### config.mk
export PLATFORM = sky130hd
export DESIGN_NAME = debug_scan_ctrl_flat
export DESIGN_NICKNAME = d
export VERILOG_FILES = /design/src/rtl/debug_scan_ctrl_if.sv /design/src/rtl/debug_scan_ctrl.sv /design/src/flat_wrapper.sv
export SDC_FILE = /design/constraint.sdc
export NUM_CORES = 1
export LEC_CHECK = 0
export CORE_MARGIN = 1.5
export CORE_UTILIZATION = 42
export CTS_CLUSTER_SIZE = 12
export DETAILED_ROUTE_END_ITERATION = 10
export PLACE_DENSITY = 0.77
export SLEW_MARGIN = 15
export SYNTH_ARGS = -nofsm -noshare
export SYNTH_HDL_FRONTEND = slang
export SYNTH_SLANG_ARGS = --single-unit
export TNS_END_PERCENT = 10
### constraint.sdc
create_clock -name clk -period 1.55 [get_ports clk]
set_input_delay 0.155 -clock clk [delete_from_list [all_inputs] [get_ports clk]]
set_output_delay 0.155 -clock clk [all_outputs]
set_load 0.03 [all_outputs]
### src/rtl/debug_scan_ctrl_if.sv
// rtl/debug_scan_ctrl_if.sv - debug mux address/data and capture stream bundle
interface debug_scan_ctrl_if;
    logic [5:0]  debug_addr;
    logic [31:0] debug_data;
    logic        rd_valid;
    logic        rd_ready;
    logic [31:0] rd_data;
    logic [5:0]  rd_index;

    modport master (
        output debug_addr,
        input  debug_data,
        output rd_valid,
        input  rd_ready,
        output rd_data,
        output rd_index
    );

    modport slave (
        input  debug_addr,
        output debug_data,
        input  rd_valid,
        output rd_ready,
        input  rd_data,
        input  rd_index
    );
endinterface

### src/rtl/debug_scan_ctrl.sv
// rtl/debug_scan_ctrl.sv - debug register scan and CPU single-step controller
// Optional DEBUG_SCAN_SKIP_RSV_EN ends every scan at min(SCAN_LAST, 55).
module debug_scan_ctrl #(
    parameter logic [5:0] SCAN_LAST     = 6'd63,
    parameter int         SETTLE_CYCLES = 1
) (
    input  logic              clk,
    input  logic              rst_n,
    input  logic              run_mode,
    input  logic              step_req,
    input  logic              scan_start,
    input  logic              scan_abort,
    input  logic [5:0]        sw_addr,
    debug_scan_ctrl_if.master dbg,
    output logic              cpu_en,
    output logic              busy,
    output logic              scan_done,
    output logic [15:0]       step_count
);

    typedef enum logic [2:0] {
        IDLE,
        SETTLE,
        CAPTURE,
        OUT,
        STEP
    } state_t;

    localparam logic [3:0] SETTLE_LAST = 4'(SETTLE_CYCLES - 1);

`ifdef DEBUG_SCAN_SKIP_RSV_EN
    // Slots 56..63 are unpopulated, so the scan never enters them.
    localparam logic [5:0] END_ADDR = (SCAN_LAST > 6'd55) ? 6'd55 : SCAN_LAST;
`else
    localparam logic [5:0] END_ADDR = SCAN_LAST;
`endif

    state_t     state;
    logic [3:0] settle_cnt;

    always_ff @(posedge clk or negedge rst_n) begin
        if (!rst_n) begin
            state          <= IDLE;
            settle_cnt     <= '0;
            dbg.debug_addr <= '0;
            dbg.rd_valid   <= 1'b0;
            dbg.rd_data    <= '0;
            dbg.rd_index   <= '0;
            cpu_en         <= 1'b0;
            busy           <= 1'b0;
            scan_done      <= 1'b0;
            step_count     <= '0;
        end else begin
            scan_done <= 1'b0;
            // Abort outranks everything in a scan, including the final handshake.
            if (scan_abort && (state inside {SETTLE, CAPTURE, OUT})) begin
                state          <= IDLE;
                dbg.rd_valid   <= 1'b0;
                dbg.debug_addr <= sw_addr;
                busy           <= 1'b0;
                cpu_en         <= run_mode;
            end else begin
                case (state)
                    IDLE: begin
                        if (scan_start) begin
                            state          <= SETTLE;
                            settle_cnt     <= '0;
                            dbg.debug_addr <= '0;
                            busy           <= 1'b1;
                            cpu_en         <= 1'b0;
                        end else if (step_req && !run_mode) begin
                            state          <= STEP;
                            dbg.debug_addr <= sw_addr;
                            busy           <= 1'b0;
                            cpu_en         <= 1'b1;
                        end else begin
                            dbg.debug_addr <= sw_addr;
                            busy           <= 1'b0;
                            cpu_en         <= run_mode;
                        end
                    end

                    SETTLE: begin
                        cpu_en <= 1'b0;
                        if (settle_cnt == SETTLE_LAST) begin
                            state <= CAPTURE;
                        end else begin
                            settle_cnt <= settle_cnt + 4'd1;
                        end
                    end

                    CAPTURE: begin
                        cpu_en       <= 1'b0;
                        dbg.rd_data  <= dbg.debug_data;
                        dbg.rd_index <= dbg.debug_addr;
                        dbg.rd_valid <= 1'b1;
                        state        <= OUT;
                    end

                    OUT: begin
                        if (dbg.rd_ready) begin
                            dbg.rd_valid <= 1'b0;
                            if (dbg.debug_addr < END_ADDR) begin
                                dbg.debug_addr <= dbg.debug_addr + 6'd1;
                                settle_cnt     <= '0;
                                state          <= SETTLE;
                                cpu_en         <= 1'b0;
                            end else begin
                                dbg.debug_addr <= sw_addr;
                                scan_done      <= 1'b1;
                                busy           <= 1'b0;
                                cpu_en         <= run_mode;
                                state          <= IDLE;
                            end
                        end else begin
                            cpu_en <= 1'b0;
                        end
                    end

                    STEP: begin
                        step_count     <= step_count + 16'd1;
                        dbg.debug_addr <= sw_addr;
                        cpu_en         <= run_mode;
                        busy           <= 1'b0;
                        state          <= IDLE;
                    end

                    default: begin
                        state        <= IDLE;
                        dbg.rd_valid <= 1'b0;
                        busy         <= 1'b0;
                        cpu_en       <= 1'b0;
                    end
                endcase
            end
        end
    end

endmodule
### src/flat_wrapper.sv
// flat-port wrapper written by rule: the top's interface ports become plain ports
module debug_scan_ctrl_flat 
#(
    parameter logic [5:0] SCAN_LAST     = 6'd63,
    parameter int         SETTLE_CYCLES = 1
)
  (clk, rst_n, run_mode, step_req, scan_start, scan_abort, sw_addr, cpu_en, busy, scan_done, step_count, dbg_debug_addr, dbg_debug_data, dbg_rd_valid, dbg_rd_ready, dbg_rd_data, dbg_rd_index);
  debug_scan_ctrl_if dbg_i ();
  input  logic clk;
  input  logic rst_n;
  input  logic run_mode;
  input  logic step_req;
  input  logic scan_start;
  input  logic scan_abort;
  input  logic [5:0] sw_addr;
  output logic cpu_en;
  output logic busy;
  output logic scan_done;
  output logic [15:0] step_count;
  output wire logic [$bits(dbg_i.debug_addr)-1:0] dbg_debug_addr;
  input wire logic [$bits(dbg_i.debug_data)-1:0] dbg_debug_data;
  output wire logic [$bits(dbg_i.rd_valid)-1:0] dbg_rd_valid;
  input wire logic [$bits(dbg_i.rd_ready)-1:0] dbg_rd_ready;
  output wire logic [$bits(dbg_i.rd_data)-1:0] dbg_rd_data;
  output wire logic [$bits(dbg_i.rd_index)-1:0] dbg_rd_index;
  assign dbg_debug_addr = dbg_i.debug_addr;
  assign dbg_i.debug_data = dbg_debug_data;
  assign dbg_rd_valid = dbg_i.rd_valid;
  assign dbg_i.rd_ready = dbg_rd_ready;
  assign dbg_rd_data = dbg_i.rd_data;
  assign dbg_rd_index = dbg_i.rd_index;
  debug_scan_ctrl #(.SCAN_LAST(SCAN_LAST), .SETTLE_CYCLES(SETTLE_CYCLES)) u_core (.clk(clk), .rst_n(rst_n), .run_mode(run_mode), .step_req(step_req), .scan_start(scan_start), .scan_abort(scan_abort), .sw_addr(sw_addr), .dbg(dbg_i), .cpu_en(cpu_en), .busy(busy), .scan_done(scan_done), .step_count(step_count));
endmodule
; Yosys cells after proc, flatten, opt, wreduce, memory -nomap -nowiden
; Index checks and enable logic that the tools add are counted.
[totals]
regBits = 71
output_inout_bits = 64
in_bits = 45
elab_cells = 81
[op_classes]
reduce_logical = 17
bitwise = 1
n_mux = 35
addsub = 3
n_lt_le_gt_ge = 1
n_eq_ne = 14
[ops]
columns = op, n
row1 = $mux W6, 4
row2 = $pmux W6 S3, 1
row3 = $add A16 B1 Y16 const B, 1
row4 = $mux W1, 16
row5 = $mux W4, 4
row6 = $mux W3, 5
row7 = $pmux W3 S4, 1
row8 = $pmux W4 S3, 1
row9 = $ne A3 B3 Y1 const B, 3
row10 = $pmux W1 S3, 3
row11 = $ne A2 B2 Y1 const B, 4
row12 = $reduce_and A2 Y1, 4
row13 = $add A6 B1 Y6 const B, 1
row14 = $eq A3 B2 Y1 const B, 2
row15 = $lt A6 B6 Y1 const B, 1
row16 = $reduce_and A3 Y1, 2
row17 = $reduce_and A6 Y1, 1
row18 = $reduce_bool A3 Y1, 2
row19 = $add A4 B1 Y4 const B, 1
row20 = $logic_not A4 Y1, 1
row21 = $ne A2 B1 Y1 const B, 2
row22 = $ne A4 B2 Y1 const B, 1
row23 = $reduce_bool A4 Y1, 1
row24 = $eq A3 B1 Y1 const B, 1
row25 = other kinds (7), 8

; Longest topological paths before layout
; Gate-level depths: netlist of the first run.
[depth]
ltp_word = 6
mapped_depth = 6
mapped_depth_nobuf = 5

; Worst setup path after synthesis of the first run
; OpenSTA, ideal clock, no wires.
[synth_path]
kind = reg-to-reg
startpoint = reg u_core.dbg.debug_addr[1]
endpoint = reg u_core.cpu_en
arrival_time_ns = 1.712
setup_time_ns = 0.065
setup_slack_ns = -0.227
path_stages_with_launch = 6
period_less_slack_ns = 1.777
required_ns = 1.485
n_path_buf = 0
cell_sequence = dfrtp_1 -> ha_1 -> nand4_1 -> o31a_1 -> o31ai_4 -> o221a_2
[synth_between]
elab_chain_len = 5
[synth_lines]
columns = element, line_no
row1 = start: declaration, debug_scan_ctrl_if.sv:11  ; output debug_addr,
row2 = start signal: assignment, debug_scan_ctrl.sv:59  ; dbg.debug_addr <= sw_addr;
row3 = start signal: assignment, debug_scan_ctrl.sv:73  ; dbg.debug_addr <= sw_addr;
row4 = start signal: assignment, debug_scan_ctrl.sv:77  ; dbg.debug_addr <= sw_addr;
row5 = $lt A6 B6 Y1, debug_scan_ctrl.sv:103  ; if (dbg.debug_addr < END_ADDR) begin
row6 = $mux W1, debug_scan_ctrl.sv:103
row7 = $mux W1, debug_scan_ctrl.sv:101  ; if (dbg.rd_ready) begin
row8 = $pmux W1 S3, debug_scan_ctrl.sv:63  ; case (state)
row9 = $mux W1, debug_scan_ctrl.sv:56  ; if (scan_abort && (state inside {SETTLE, CAPTURE, OUT})) begin
row10 = end signal: assignment, debug_scan_ctrl.sv:61  ; cpu_en <= run_mode;
row11 = end signal: assignment, debug_scan_ctrl.sv:79  ; cpu_en <= run_mode;
row12 = end signal: assignment, debug_scan_ctrl.sv:112  ; cpu_en <= run_mode;
row13 = end: declaration, debug_scan_ctrl.sv:15  ; output logic cpu_en,
; Every way passes these cells.
; A chain may end at the register's enable or synchronous reset.

; Final worst setup path of the first run
[layout_path]
startpoint = reg u_core.dbg.debug_addr[0]
endpoint = reg u_core.cpu_en
; The elaborated chain is that of the path after synthesis.

==> results.json, run 1 <==
{
  "grt_start_max_net_pins": 62,
  "worstSetupStartpointType": "flop",
  "cts_buffers": 9,
  "final.fill_count": 618,
  "syn_nets": 318,
  "end_kind": "flop",
  "wl_per_cell_um": 15.76,
  "synth_edf_count": 0,
  "drv_cap": 0,
  "hpwl_um": 5914,
  "synth_top_cell_area_share_pct": 52.09,
  "crit_chain": "ha_4, nand4_1, o31a_1, o31ai_4, o221a_2",
  "yosysWarnings": 0,
  "clock-sinks": 71,
  "path_class": "flop to flop",
  "antenna_found_initial": 0,
  "clock-skew-final_ns": 0.009217,
  "antennaDiodeCount": 0,
  "design_area_um2": 5215,
  "synth_area_leader_cell": "dfrtp_1",
  "syn_area_per_cell_um2": 12.68,
  "utilization_pct": 66.79,
  "area_growth_pct": 52.90,
  "ant_nets": 0,
  "max_freq_mhz": 612.2,
  "dieWidth_um": 93.12,
  "cellLeakagePower_nw": 2.619,
  "die-area_um2": 8670,
  "synth.ff_latch_count": 71,
  "final.setup.tns_ns": -0.2612,
  "ctsLongestPathBuffers": 2,
  "layout-drive-gt1-share_pct": 28.91,
  "port_buffers": 108,
  "setup_viol": 7,
  "gp_congestion": 0.8347,
  "maxSlewHeadroom_pct": 77.40,
  "violations": "setup timing",
  "first_iter_violations": 135,
  "rr_endpoint": "u_core.cpu_en",
  "drc_errors": 0,
  "finalCriticalPeriod_ns": 1.634,
  "async_reset_ff_share_pct": 100.0,
  "grt_pass1_wl_um": 13190,
  "slowest_delay_ns": 0.40,
  "slowest_stage": "dfrtp_2",
  "cp_max_fo": 5,
  "ys_seq_area_share_pct": 52.09,
  "clk_pin_slew_ns": 0.08,
  "synthCells": 269,
  "h-tree-depth": 3,
  "synthTopCellsByArea": "dfrtp_1, mux2_2, mux2_4",
  "holdWs_ns": 0.2276,
  "synth.most_common_cell": "dfrtp_1",
  "synthesis.area_um2": 3411,
  "slew_viol_final": 0,
  "fin_cells": 524,
  "fin_crit_sh_pct": 105.4,
  "clock_latency_ns": 0.34,
  "post_dp_cell_area_um2": 4875,
  "wl_um": 8258,
  "track_usage_pct": 19.47,
  "rrSetupSlack_ns": -0.08,
  "hold_violations": 0,
  "io_pins": 109,
  "fin_nets": 466,
  "die_y_um": 93.12,
  "start_util_pct": 43.69,
  "outcome": "finished, violations left",
  "routed_via_density": 5.185,
  "cts_tree": "yes",
  "rsz0062_at_grt": "true",
  "power_density_nw_per_um2": 1922,
  "core_um2": 7807,
  "vias": 2717,
  "tightest_slew_ns": 0.3355,
  "hp-class": "input pin to async pin",
  "vdd_drop_max_v": 0.001034,
  "overflow": 0,
  "drt_pre_antenna_iters": 4,
  "placed_cells": 504,
  "synthFlopType": "dfrtp_1",
  "cp.arrival_ns": 1.91,
  "core.rowCount": 32,
  "r2r-start": "u_core.dbg.debug_addr[0]",
  "r2r_cells": 5,
  "cts_root_buf": "clkbuf_8",
  "fin_ws_ns": -0.08355,
  "cp.required_ns": 1.83,
  "grt_pass1_vias": 2713,
  "ys_top_cells_by_count": "dfrtp_1, mux2_2, nand2_1",
  "synthDistinctLibCells": 57
}
==> worst max-delay path: cells and delay by family (launching register included) <==
kind                       cells  cell delay [ns]
AOI/OAI and AO/OA              3             0.83
adders and majority gates      1             0.15
DFF                            1             0.40
and+or+nand+nor                1             0.17
==> layer usage <==
layer / up-vias / track usage, % / routed length (µm)
met5: - / 0 / 0
met4: 0 / 6.818 / 129
met3: 13 / 4.715 / 519
met2: 92 / 31.75 / 4071
met1: 1338 / 25.28 / 3538
li1: 1274 / - / -
==> metrics by stage <==
stage | total power (W) | setup slack [ns]
global placement | 0.008243 | -0.1830
finish | 0.01002 | -0.08355
floorplan | 0.006088 | -0.05169
global route | 0.01053 | -0.1477
detailed placement | 0.008358 | -0.1964
CTS | 0.01009 | -0.1250
==> power by group <==
group	switching (W)	internal, W
Sequential	0.000410	0.00255
Clock	0.000694	0.00112
Combinational	0.00281	0.00244
Total	0.00391	0.00611
==> placed cells by master (no fill, tap or decap), drive strengths merged, types with 2 or more instances in the layout <==
| cell type | netlist | final |
|---|---|---|
| mux2 | 39 | 39 |
| dfrtp | 71 | 71 |
| bufinv | 0 | 3 |
| clkbuf | 0 | 12 |
| nand2b | 2 | 2 |
| nand3 | 13 | 13 |
| a31oi | 3 | 3 |
| clkdlybuf4s50 | 0 | 49 |
| dlymetal6s2s | 0 | 28 |
| o31ai | 3 | 3 |
| nand2 | 17 | 17 |
| ha | 4 | 4 |
| and3 | 6 | 6 |
| xnor2 | 11 | 11 |
| mux2i | 2 | 2 |
| buf | 12 | 41 |
| nor2 | 12 | 12 |
| inv | 11 | 12 |
| nor2b | 2 | 2 |
| a221o | 2 | 2 |
| nor3b | 4 | 4 |
| o211ai | 5 | 5 |
| nand4 | 9 | 9 |
| a21oi | 4 | 4 |
| nor3 | 2 | 2 |
| dlygate4sd2 | 0 | 29 |
| and4 | 2 | 2 |
| o21ai | 7 | 7 |
| xor2 | 4 | 4 |
==> worst max path at each step <==
stage	start	to	slack, ns	cells past startpoint
2_1_floorplan	u_core.state[2]	u_core.dbg.rd_data[10]	-0.05	6
3_3_place_gp	scan_abort	u_core.dbg.debug_addr[0]	-0.18	6
3_5_place_dp	scan_abort	u_core.dbg.debug_addr[1]	-0.20	6
4_1_cts	u_core.dbg.debug_addr[0]	u_core.settle_cnt[1]	-0.13	5
5_1_grt	u_core.dbg.debug_addr[0]	u_core.cpu_en	-0.15	5
6_report	u_core.dbg.debug_addr[0]	u_core.cpu_en	-0.08	5
==> sequential cells by signal, indices dropped and copies added, names as in the netlist <==
signal                 flops
u_core.busy                1
u_core.cpu_en              1
u_core.dbg.debug_addr      6
u_core.dbg.rd_data        32
u_core.dbg.rd_index        6
u_core.dbg.rd_valid        1
u_core.scan_done           1
u_core.settle_cnt          4
u_core.state               3
u_core.step_count         16
==> final cells by class <==
class / instances / area (µm²) / area share (%)
Multi-Input combinational cell: 175 / 1528 / 29.29
Inverter: 11 / 41.29 / 0.7917
Clock buffer: 11 / 141.4 / 2.711
Sequential cell: 71 / 1783 / 34.19
Tap cell: 102 / 127.6 / 2.447
Timing Repair Buffer: 149 / 1490 / 28.57
Clock inverter: 5 / 103.9 / 1.991
==> cells by family (layout without fill, tap and decap cells) <==
group	count (synthesis)	count (layout)	synth area share [%]
AO/OA/AOI/OAI	41	41	10.60
flip-flops	71	71	52.09
adder cells (fa/ha/maj)	5	5	1.761
XOR/XNOR	15	15	3.852
buffers and inverters	23	176	4.439
AND/OR/NAND/NOR	73	73	12.80
multiplexers	41	41	14.45
==> what timing repair did <==
| action | in CTS | in global routing |
|---|---|---|
| hold buffers | 1 | 0 |
| pin swaps | 2 | 5 |
| resized for setup | 32 | 39 |
| buffers inserted | 0 | 3 |
| endpoints found under the hold margin | 10 | 0 |
| setup endpoints to repair | 43 | 48 |
No activity file was read; power rests on OpenSTA's default activity.
==> run 2: changes to the inputs <==
--- a/config.mk
+++ b/config.mk
@@ -5,6 +5,7 @@
 export SDC_FILE = /design/constraint.sdc
 export NUM_CORES = 1
 export LEC_CHECK = 0
+export ABC_CLOCK_PERIOD_IN_PS = 1550
 export CORE_MARGIN = 1.5
 export CORE_UTILIZATION = 42
 export CTS_CLUSTER_SIZE = 12
==> results of run 2 <==
Same layout as run 1: the final DEF is identical, and so are final timing and power.
==> run 3: changes to the inputs <==
--- a/config.mk
+++ b/config.mk
@@ -6,6 +6,7 @@
 export NUM_CORES = 1
 export LEC_CHECK = 0
 export ABC_CLOCK_PERIOD_IN_PS = 1550
+export CORE_ASPECT_RATIO = 0.8
 export CORE_MARGIN = 1.5
 export CORE_UTILIZATION = 42
 export CTS_CLUSTER_SIZE = 12
==> results.json, run 3 (synthesized netlist as in run 1, its figures left out) <==
{
  "r2r-start": "u_core.state[0]",
  "final_common_cell": "dfrtp_1",
  "power_frac_seq_pct": 30.7,
  "drt_pre_antenna_iters": 4,
  "wl_um": 8706,
  "outcome": "finished, violations left",
  "pwr-share-clk_pct": 16.7,
  "setup_viol": 2,
  "dieWidth_um": 103.8,
  "holdWs_ns": 0.3571,
  "cts_tree": "yes",
  "cellLeakagePower_nw": 2.349,
  "startpoint": "u_core.state[0]",
  "crit_chain": "buf_4, maj3_1, a211o_1, nand4_1, o211ai_1",
  "clock-sinks": 71,
  "cp.required_ns": 1.77,
  "slowest_stage": "dfrtp_2",
  "path_delay_family": "flip-flops",
  "track_usage_pct": 20.43,
  "violations": "setup timing",
  "maxSlewHeadroom_pct": 73.94,
  "combinationalPowerShare_pct": 52.6,
  "finalCriticalPeriod_ns": 1.574,
  "path_class": "flop to flop",
  "antenna_found_initial": 0,
  "largest_reg_flops": 32,
  "worstSetupStartpointType": "flop",
  "swShare_pct": 40.71,
  "vias": 2712,
  "first_iter_violations": 112,
  "slew_viol_final": 0,
  "grt_start_max_net_pins": 72,
  "cp.arrival_ns": 1.79,
  "start_util_pct": 43.12,
  "core.rowCount": 29,
  "routed_via_density": 5.098,
  "drc_errors": 0,
  "r2r_cells": 5,
  "max_freq_mhz": 635.5,
  "hold_violations": 0,
  "core_um2": 7910,
  "antennaDiodeCount": 0,
  "layout-drive-gt1-share_pct": 29.95,
  "end_kind": "flop",
  "grt_pass1_wl_um": 14060,
  "cp_num_buf_inv": 1,
  "fin_crit_sh_pct": 101.5,
  "h-tree-depth": 3,
  "overflow": 0,
  "drv_cap": 0,
  "intPower_w": 0.005844,
  "tightest_slew_ns": 0.3910,
  "rrSetupSlack_ns": -0.02,
  "clk_pin_slew_ns": 0.08,
  "die_y_um": 83.60,
  "vdd_drop_max_v": 0.001049,
  "clock-skew-final_ns": 0.007298,
  "slowest_delay_ns": 0.48,
  "switchingPower_w": 0.004013,
  "rr_endpoint": "u_core.dbg.debug_addr[0]",
  "grt_pass1_vias": 2823,
  "rsz0062_at_grt": "true",
  "mostFrequentLayoutCells": "dfrtp_1, clkdlybuf4s50_1, dlygate4sd2_1",
  "wl_per_cell_um": 16.36,
  "gp_congestion": 0.8281,
  "hpwl_um": 6166,
  "ant_nets": 0,
  "power_density_nw_per_um2": 1913,
  "clock_latency_ns": 0.34,
  "io_pins": 109,
  "ctsLongestPathBuffers": 2,
  "pre_cts_ws_ns": -0.2858,
  "die-area_um2": 8674,
  "largest_register": "u_core.dbg.rd_data",
  "cts_buffers": 9,
  "cts_root_buf": "clkbuf_8",
  "cp_max_fo": 9,
  "hp-class": "input pin to async pin",
  "reg.largest.list": "u_core.dbg.rd_data: 32 flops, u_core.step_count: 16 flops",
  "fin_ws_ns": -0.02352,
  "area_growth_pct": 51.06,
  "fin_nets": 468,
  "port_buffers": 108
}
## run 3: changes by cell type in the layout (fill, tap and decap cells not counted), moves of 2 or more
cell,before,now
dlymetal6s2s_1,28,2
dlygate4sd2_1,29,43
clkdlybuf4s50_1,49,61
buf_4,34,37
and4_4,0,2
clkinvlp_4,0,2
## run 3: power by group through the flow
stage | Combinational [W] | Clock (W) | Sequential [W]
after floorplan | 0.00183 | 0 | 0.00426
after global placement | 0.00520 | 0 | 0.00301
after detailed placement | 0.00531 | 0 | 0.00307
after CTS | 0.00511 | 0.00170 | 0.00303
after global routing | 0.00549 | 0.00177 | 0.00314
final | 0.00518 | 0.00165 | 0.00303
## run 3: how the worst max path moves through the flow
stage / slack, ns / cells after the start / to
after floorplan: -0.05 / 6 / u_core.dbg.rd_data[10]
after global placement: -0.19 / 6 / u_core.dbg.debug_addr[0]
after detailed placement: -0.29 / 6 / u_core.dbg.debug_addr[5]
after CTS: -0.06 / 5 / u_core.cpu_en
after global routing: -0.11 / 5 / u_core.dbg.debug_addr[0]
final: -0.02 / 5 / u_core.dbg.debug_addr[0]
## run 3: routing by layer
layer | vias up | global-route usage, % | share of wire [%]
li1 | 1283 | - | -
met1 | 1336 | 26.96 | 46
met2 | 84 | 33.94 | 49
met3 | 9 | 5.464 | 4.7
met4 | 0 | 4.545 | 0.92
met5 | - | 0 | 0
## run 3: worst min-delay path: cells and delay by family
| family | cells | cell delay [ns] |
|---|---|---|
| buffers and inverters | 3 | 0.96 |
## run 3: area by class of cell
cell class / instances / area (µm²)
well taps: 108 / 135.1
inverters: 11 / 41.29
repair buffers: 151 / 1410
flip-flops and latches: 71 / 1784
multi-input cells: 175 / 1562
clock inverters: 6 / 92.59
fillers: 653 / 2758
clock buffers: 10 / 127.6
## run 3: what timing repair did
action                                  4_1_cts  5_1_grt
gates resized for setup                      53       13
hold buffers                                  1        0
pin swaps                                     5        5
endpoints found under the setup margin       71       65
hold endpoints to repair                     71        0
setup buffers                                 1        2
## run 3: through the flow
step	utilization, %	instance area (µm²)	setup TNS, ns	total power (W)	std cells
2_1_floorplan	-	3428	-0.5095	0.006088	269
5_1_grt	65.14	5152	-1.513	0.01039	532
6_report	65.14	5152	-0.02946	0.009856	532
4_1_cts	64.41	5095	-0.1487	0.009841	530
3_3_place_gp	61.75	4885	-4.946	0.008218	512
3_5_place_dp	61.75	4885	-7.212	0.008373	512
